$ cat config.mk
export PLATFORM = sky130hd
export DESIGN_NAME = llr_former
export DESIGN_NICKNAME = d
export VERILOG_FILES = /design/src/rtl/llr_former_pkg.sv /design/src/rtl/llr_former_iq_rotator.sv /design/src/rtl/llr_former.sv
export SDC_FILE = /design/constraint.sdc
export NUM_CORES = 1
export LEC_CHECK = 0
export CELL_PAD_IN_SITES_DETAIL_PLACEMENT = 0
export CELL_PAD_IN_SITES_GLOBAL_PLACEMENT = 2
export CORE_MARGIN = 4
export CORE_UTILIZATION = 27
export DETAILED_ROUTE_END_ITERATION = 7
export GPL_ROUTABILITY_DRIVEN = 0
export PLACE_DENSITY = 0.83
export SETUP_SLACK_MARGIN = 0.02
export SLEW_MARGIN = 25
export SYNTH_ARGS = -nofsm -noshare
export SYNTH_HDL_FRONTEND = slang
export SYNTH_HIERARCHICAL = 1
export SYNTH_SLANG_ARGS = --single-unit
$ cat constraint.sdc
create_clock -name clk -period 5.2 [get_ports clk]
set_clock_uncertainty 0.05 [all_clocks]
set_input_delay 0.78 -clock clk [delete_from_list [all_inputs] [get_ports clk]]
set_output_delay 0.78 -clock clk [all_outputs]
set_load 0.02 [all_outputs]
$ cat src/rtl/llr_former_pkg.sv
// ============================================================================
// llr_former_pkg : shared types and the sign-only rotate/slice helper
// Rev 1.0
// ============================================================================
`default_nettype none

package llr_former_pkg;

  typedef logic [2:0] phase_t;
  typedef logic [1:0] hard_sym_t;

  localparam int NUM_PHASES_BASE = 4;
  localparam int NUM_PHASES_SWAP = 8;

  // Works on sign/zero flags only, so -x never needs an adder and the most
  // negative input cannot overflow: sign(-x) is simply "x > 0".
  function automatic hard_sym_t rot_sign(input phase_t p, input logic s_i,
                                         input logic s_q, input logic z_i,
                                         input logic z_q);
    logic a_s, a_z, b_s, b_z;
    hard_sym_t sym;
    if (p[2]) begin
      a_s = s_q; a_z = z_q; b_s = s_i; b_z = z_i;
    end else begin
      a_s = s_i; a_z = z_i; b_s = s_q; b_z = z_q;
    end
    case (p[1:0])
      2'd0:    sym = {a_s, b_s};
      2'd1:    sym = {!b_s && !b_z, a_s};
      2'd2:    sym = {!a_s && !a_z, !b_s && !b_z};
      default: sym = {b_s, !a_s && !a_z};
    endcase
    return sym;
  endfunction

endpackage

`default_nettype wire

$ cat src/rtl/llr_former_iq_rotator.sv
// ============================================================================
// iq_rotator : stage 1, rotates an I/Q sample by the phase hypothesis and
// registers the sliced sign bits with their valid. Rev 1.0
// ============================================================================
`default_nettype none

module iq_rotator
  import llr_former_pkg::*;
#(
  parameter int IQ_WIDTH = 8
) (
  input  logic                clk,
  input  logic                reset_n,
  input  logic                in_vld,
  input  logic [IQ_WIDTH-1:0] in_i,
  input  logic [IQ_WIDTH-1:0] in_q,
  input  phase_t              phase,
  output logic                s1_vld,
  output hard_sym_t           s1_sym
);

  logic sign_i, sign_q, zero_i, zero_q;

  assign sign_i = in_i[IQ_WIDTH-1];
  assign sign_q = in_q[IQ_WIDTH-1];
  assign zero_i = (in_i == '0);
  assign zero_q = (in_q == '0);

  always_ff @(posedge clk or negedge reset_n) begin
    if (!reset_n) begin
      s1_vld <= 1'b0;
      s1_sym <= '0;
    end else begin
      s1_vld <= in_vld;
      if (in_vld) begin
        s1_sym <= rot_sign(phase, sign_i, sign_q, zero_i, zero_q);
      end
    end
  end

endmodule

`default_nettype wire

$ cat src/rtl/llr_former.sv
// ============================================================================
// llr_former : phase-hypothesis rotator and hard slicer ahead of the Fano
// decoder. LLR_FORMER_IQ_SWAP_EN adds four I/Q-swapped hypotheses. Rev 1.0
// ============================================================================
`default_nettype none

module llr_former
  import llr_former_pkg::*;
#(
  parameter int IQ_WIDTH   = 8,
  parameter int SETTLE_LEN = 4,
  parameter int DEBUG      = 0
) (
  input  logic                clk,
  input  logic                reset_n,
  input  logic                i_vld,
  input  logic [IQ_WIDTH-1:0] i_data_i,
  input  logic [IQ_WIDTH-1:0] i_data_q,
  input  logic                i_shift_phs,
  input  logic                i_llr_reset,
  input  logic                i_lock,
  output logic                o_vld,
  output logic [1:0]          o_data,
  output logic                o_last_phase_stb,
  output logic [2:0]          o_phase
);

`ifdef LLR_FORMER_IQ_SWAP_EN
  localparam int NUM_PHASES = NUM_PHASES_SWAP;
  localparam int PW         = 3;
`else
  localparam int NUM_PHASES = NUM_PHASES_BASE;
  localparam int PW         = 2;
`endif
  localparam logic [PW-1:0] LAST_PHASE = PW'(NUM_PHASES - 1);
  localparam int            CW         = (SETTLE_LEN > 0) ? $clog2(SETTLE_LEN + 1) : 1;

  logic [PW-1:0] phase_q, phase_nxt;
  logic [CW-1:0] settle;
  logic          shift_acc, flush, v2;
  logic          s1_vld;
  hard_sym_t     s1_sym;

  // llr reset has priority over a coincident shift request.
  assign shift_acc = i_shift_phs && !i_lock && !i_llr_reset;
  assign flush     = shift_acc || i_llr_reset;
  assign v2        = s1_vld && !flush;

  always_comb begin
    phase_nxt = phase_q;
    if (i_llr_reset) begin
      phase_nxt = '0;
    end else if (shift_acc) begin
      phase_nxt = (phase_q == LAST_PHASE) ? '0 : phase_q + 1'b1;
    end
  end

  // The sample arriving with the request is rotated by the new hypothesis.
  iq_rotator #(
    .IQ_WIDTH(IQ_WIDTH)
  ) u_rot (
    .clk    (clk),
    .reset_n(reset_n),
    .in_vld (i_vld),
    .in_i   (i_data_i),
    .in_q   (i_data_q),
    .phase  (phase_t'(phase_nxt)),
    .s1_vld (s1_vld),
    .s1_sym (s1_sym)
  );

  always_ff @(posedge clk or negedge reset_n) begin
    if (!reset_n) begin
      phase_q          <= '0;
      o_last_phase_stb <= 1'b0;
      o_vld            <= 1'b0;
      o_data           <= '0;
      settle           <= CW'(SETTLE_LEN);
    end else begin
      phase_q          <= phase_nxt;
      o_last_phase_stb <= shift_acc && (phase_q == LAST_PHASE);
      o_vld            <= v2 && (settle == '0);
      if (s1_vld) begin
        o_data <= s1_sym;
      end
      if (flush) begin
        settle <= CW'(SETTLE_LEN);
      end else if (v2 && (settle != '0)) begin
        settle <= settle - 1'b1;
      end
    end
  end

  assign o_phase = phase_t'(phase_q);

`ifndef SYNTHESIS
  generate
    if (DEBUG != 0) begin : g_debug
      always_ff @(posedge clk) begin
        if (reset_n && (phase_nxt != phase_q)) begin
          $display("[llr_former] phase %0d -> %0d", phase_q, phase_nxt);
        end
      end
    end
  endgenerate
`endif

endmodule

`default_nettype wire

Yosys cells after proc, flatten, opt, wreduce, memory -nomap -nowiden
Cells that the tools add are included.
{"block": "op_classes", "reduce_logical": 22, "n_mux": 10, "eq_ne": 3, "n_addsub": 2}
{"cell": "8-bit zero test", "n": 2}
{"cell": "1-bit logical AND", "n": 8}
{"cell": "1-bit zero test", "n": 7}
{"cell": "2-bit 2-to-1 mux", "n": 3}
{"cell": "3-bit 2-to-1 mux", "n": 2}
{"cell": "2-bit one-hot mux with 3 select lines", "n": 1}
{"cell": "2-bit == test, second input constant", "n": 2}
{"cell": "1-bit 2-to-1 mux", "n": 4}
{"cell": "3-bit zero test", "n": 1}
{"cell": "3-bit nonzero test", "n": 1}
{"cell": "3-bit by 1-bit subtractor with 3-bit output, second input constant", "n": 1}
{"cell": "2-bit by 1-bit adder with 2-bit output, second input constant", "n": 1}
{"cell": "2-bit by 1-bit == test with 1-bit output, second input constant", "n": 1}
{"cell": "2-bit zero test", "n": 1}
{"cell": "2-bit nonzero test", "n": 1}
{"cell": "1-bit logical OR", "n": 1}
{"block": "word_totals", "inputBits": 22, "ff_bits": 12, "out_inout_bits": 7, "word_cells": 44}

Depth between registers and ports, before layout
{"block": "logic_depth", "word_depth": 9, "mapped_depth": 8, "ltp_nobuf": 8}

Modules after synthesis
The synthesis kept the hierarchy.
{"module": "llr_former", "cells_each": 38, "seq_area_each_um2": 226.5, "area_each_um2": 454.2, "instances": 1}
{"module": "iq_rotator", "cells_each": 39, "seq_area_each_um2": 75.1, "area_each_um2": 324.1, "instances": 1}

Least setup slack after synthesis
OpenSTA, ideal clock, no wires.
{"block": "synth_timing", "path_kind": "in2reg", "start": "in i_lock", "end": "reg u_rot.s1_sym[0]", "setup_time_ps": 130, "arrival_ps": 1952, "path_slack_ps": 3068, "n_path_buf": 0, "cell_stages": 7, "required_ps": 5020, "path_cell_list": "nand2b_2 > mux2i_1 > nor2_1 > and2b_1 > mux2i_1 > o221ai_1 > a31oi_1"}
{"block": "synth_via", "elab_chain_len": 7, "word_cells_on_any_way": 9, "classes_between": "eq/ne (2); mux (3); reduce/logical (4)"}
{"element": "start: declaration", "line_no": "llr_former.sv:21", "source": "input logic i_lock,"}
{"element": "1-bit zero test (*)", "line_no": "llr_former.sv:45", "source": "assign shift_acc = i_shift_phs && !i_lock && !i_llr_reset;"}
{"element": "1-bit logical AND (*) (2 in a row)", "line_no": "llr_former.sv:45"}
{"element": "2-bit 2-to-1 mux (*)", "line_no": "llr_former.sv:53", "source": "end else if (shift_acc) begin"}
{"element": "2-bit 2-to-1 mux (*)", "line_no": "llr_former.sv:51", "source": "if (i_llr_reset) begin"}
{"element": "named net phase_nxt[0]", "line_no": "llr_former.sv:38", "source": "logic [PW-1:0] phase_q, phase_nxt;"}
{"element": "2-bit == test (tied with other cells)", "line_no": "llr_former_pkg.sv:27", "source": "case (p[1:0])"}
{"element": "2-bit one-hot mux with 3 select lines (*)", "line_no": "llr_former_pkg.sv:27"}
{"element": "end signal: assignment", "line_no": "llr_former_iq_rotator.sv:36", "source": "s1_sym <= rot_sign(phase, sign_i, sign_q, zero_i, zero_q);"}
{"element": "end: declaration", "line_no": "llr_former_iq_rotator.sv:19", "source": "output hard_sym_t s1_sym"}
The timed path passes the listed nets; every way through them passes the cells marked *.
A chain may end at the register's enable or synchronous reset.

Final worst setup path
Ends and elaborated chain as after synthesis.

==> results.md <==
- IO Pins: 29
- Post-CTS Setup Bufs: 0
- Antenna Cells: 0
- CP Data Required Time: 5.34 ns
- Yosys warns: 6
- Ys async rst share: 100%
- Vias in the first global route: 616
- Fill cells: 285
- WL final: 1590 microns
- GRT Total Usage: 8.94%
- Ys flop type: dfrtp_1
- Min Hold Slack: 0.466 ns
- Initial DRC Count: 7
- Compound-Gate Fraction of Synth Area: 19.6%
- Crit-path max FO: 10
- Post-synth top cells: dfrtp_1 (11), a21oi_1 (5), nor2_1 (5)
- Register Area: 302 sq um
- Relative slew slack: 61.6%
- DRT Pass-1 Iters: 4
- Hold_sp: u_rot/s1_sym[1]
- Finished Core Util: 39.4%
- Post-Place Cells: 134
- Achievable frequency: 396 MHz
- Cell chain of the critical path: clkdlybuf4s50_1, nand2b_2, mux2i_1, nor2_1, and2b_1, mux2i_1, o221ai_1, a31oi_1
- CTS tree: done
- Multi-input gate area: 435 sq um
- Site Rows: 19
- Main combinational cell family by area after synthesis: simple AND/OR/NAND/NOR gates
- P_leak: 0.448 nW
- Final Max Tran Viols: 0
- Top-count cell post-synth: dfrtp_1
- Die X-Extent: 61.7 microns
- DRT antenna net count: 0
- Worst-Skew Late Latency: 0.26 ns
- Status: finished clean
- I/O Buffers: 27
- Post-Syn Instances: 77
- XOR/XNOR Fraction of Synth Area: 0%
- Largest net degree at the start of global routing: 13
- Fraction of synthesized area in multiplexers: 8.04%
- Starting Density: 28.2%
- CTS sink count: 12
- Worst hold endpoint: o_data[1]
- Global-route wire length before repair: 2530 microns
- Count of final hold-check violations: 0
- Min-delay worst type: reg -> reg
- Initial antenna violation count: 0
- Share of cells above drive strength 1: 14.0%
- GRT overflow: 0
- Tcrit/Tclk final: 48.6%
- Critical Path Stages: 8
- Clock buffer depth: 2
- Final setup fails: 0
- R2R cell count: 7
- Htree depth: 1
- Num CTS Buffers: 3
- Drt via density: 4.75
- Total Neg Setup Slack: 0 ns
- Post-synth top area share: 35.4%
- Area grow syn2layout: 39.7%
- Final cell count without fillers: 138
- Simple-Gate Fraction of Synth Area: 21.5%
- CP max stage delay: 0.45 ns
- Synth area leaders: dfrtp_1 (35%), mux2i_1 (5.1%), ha_1 (4.8%)
- Die Ht: 61.7 microns
- Slowest-stage cell, CP: nor2_1
- CP endpoint kind: flip-flop
- Min Tclk post-route: 2.53 ns
- Syn Area/Cell: 10.1 sq um
- RR Startpoint: phase_q[0]
- Post-DP HPWL: 1280 microns
- Power Density: 215 mW/mm^2
- Via count: 656
- Post-cts resize count: 0
- CP Buf/Inv Count: 1
- R2r endpoint: u_rot/s1_sym[0]
- CP delay by family, top: simple AND/OR/NAND/NOR gates
- Critical path type: in -> reg
- Root Driver: clkbuf_4
- Post-synth EDFFs: 0
- Crit-path most repeated cell: mux2i_1
- Register bit total from synthesis: 12
- Worst EP arrival: 2.66 ns
- DIE AREA: 0.00381 sq mm
- Worst Max-Slew Pin Slew: 0.574 ns
- Synth unique cells: 34
- Hold buffers post-CTS: 0
- VDD IR-drop max: 0.133 mV
- Type of origin of the critical path: primary input
- Max-cap violations: 0
- Total standard cell area after synthesis: 778 sq um
- CORE AREA: 0.00276 sq mm
- Yosys top cell by area: dfrtp_1
- Nets: 133
- RSZ-0062 raised after global routing: no
- Clock slew at reported path FFs: 0.07 ns
- Hold Path Depth: 1
- DRC violations left: 0
- Sequential fraction of the synthesis area: 38.7%
- Avg WL per Cell: 11.6 microns
- Post-synthesis adder-cell area fraction: 4.82%
- Worst reg2reg setup slack: 3.17 ns
per-layer routing:
metal,global-route usage (%),part of all wire [%],up-vias
li1,-,-,337
met1,10.5,45,302
met2,14.8,49,15
met3,1.26,4.6,2
met4,6.36,1.1,0
met5,0,0,-
final cells by class:
cell class / instances / area share [%]
well taps: 31 / 3.57
inverters: 4 / 1.38
flip-flops and latches: 12 / 27.7
clock buffers: 4 / 2.42
multi-input cells: 60 / 40.0
repair buffers: 27 / 24.9
where the power goes:
| group | switching [mW] | total [mW] | internal [mW] | leakage (nW) |
|---|---|---|---|---|
| clock | 0.0289 | 0.0585 | 0.0296 | 0.0150 |
| sequential | 0.00576 | 0.108 | 0.102 | 0.148 |
| combinational | 0.0309 | 0.0677 | 0.0368 | 0.285 |
sequential cells by signal (all words and copies together), names as in the netlist:
signal	flops
settle	3
o_data	2
phase_q	2
u_rot/s1_sym	2
o_last_phase_stb	1
o_vld	1
u_rot/s1_vld	1
per-stage QoR:
step	total power [mW]	worst slack, ns	cell area (sq um)
finish	0.234	2.67	1090
floorplan	0.147	3.07	790
global route	0.252	2.52	1090
CTS	0.238	2.68	1090
global placement	0.177	2.46	1060
detailed placement	0.178	2.39	1060
logic make-up (layout without fill, tap and decap cells):
| family | Yosys count | count (layout) |
|---|---|---|
| buffers and inverters | 8 | 35 |
| multiplexers | 6 | 6 |
| AO/OA/AOI/OAI | 20 | 20 |
| other | 1 | 4 |
| flip-flops | 12 | 12 |
| adder cells (fa/ha/maj) | 3 | 3 |
| AND/OR/NAND/NOR | 27 | 27 |
cells in the final DEF (no fill, tap or decap), drive strengths merged:
| master | n |
|---|---|
| ha | 3 |
| mux2i | 4 |
| a211o | 1 |
| dfrtp | 11 |
| o21bai | 1 |
| dfstp | 1 |
| nor4 | 2 |
| inv | 4 |
| a21o | 1 |
| o311ai | 1 |
| nand3 | 3 |
| nand2b | 5 |
| a21oi | 7 |
| nand4b | 1 |
| nor2 | 5 |
| a31oi | 2 |
| o221ai | 1 |
| and2b | 1 |
| nor3b | 1 |
| o32ai | 1 |
| conb | 4 |
| or3 | 1 |
| mux2 | 2 |
| clkdlybuf4s50 | 27 |
| a211oi | 2 |
| nand2 | 4 |
| o21ai | 2 |
| a311oi | 1 |
| clkbuf | 4 |
| nor3 | 4 |
worst max-delay path by stage:
stage / startpoint / to / slack, ns
2_1_floorplan: i_lock / u_rot/s1_sym[0] / 3.07
6_report: i_lock / u_rot/s1_sym[0] / 2.67
5_1_grt: i_lock / u_rot/s1_sym[0] / 2.52
4_1_cts: i_lock / u_rot/s1_sym[0] / 2.68
3_3_place_gp: i_lock / u_rot/s1_sym[0] / 2.46
3_5_place_dp: i_lock / u_rot/s1_sym[0] / 2.39
(Power assumes the default switching activity.)
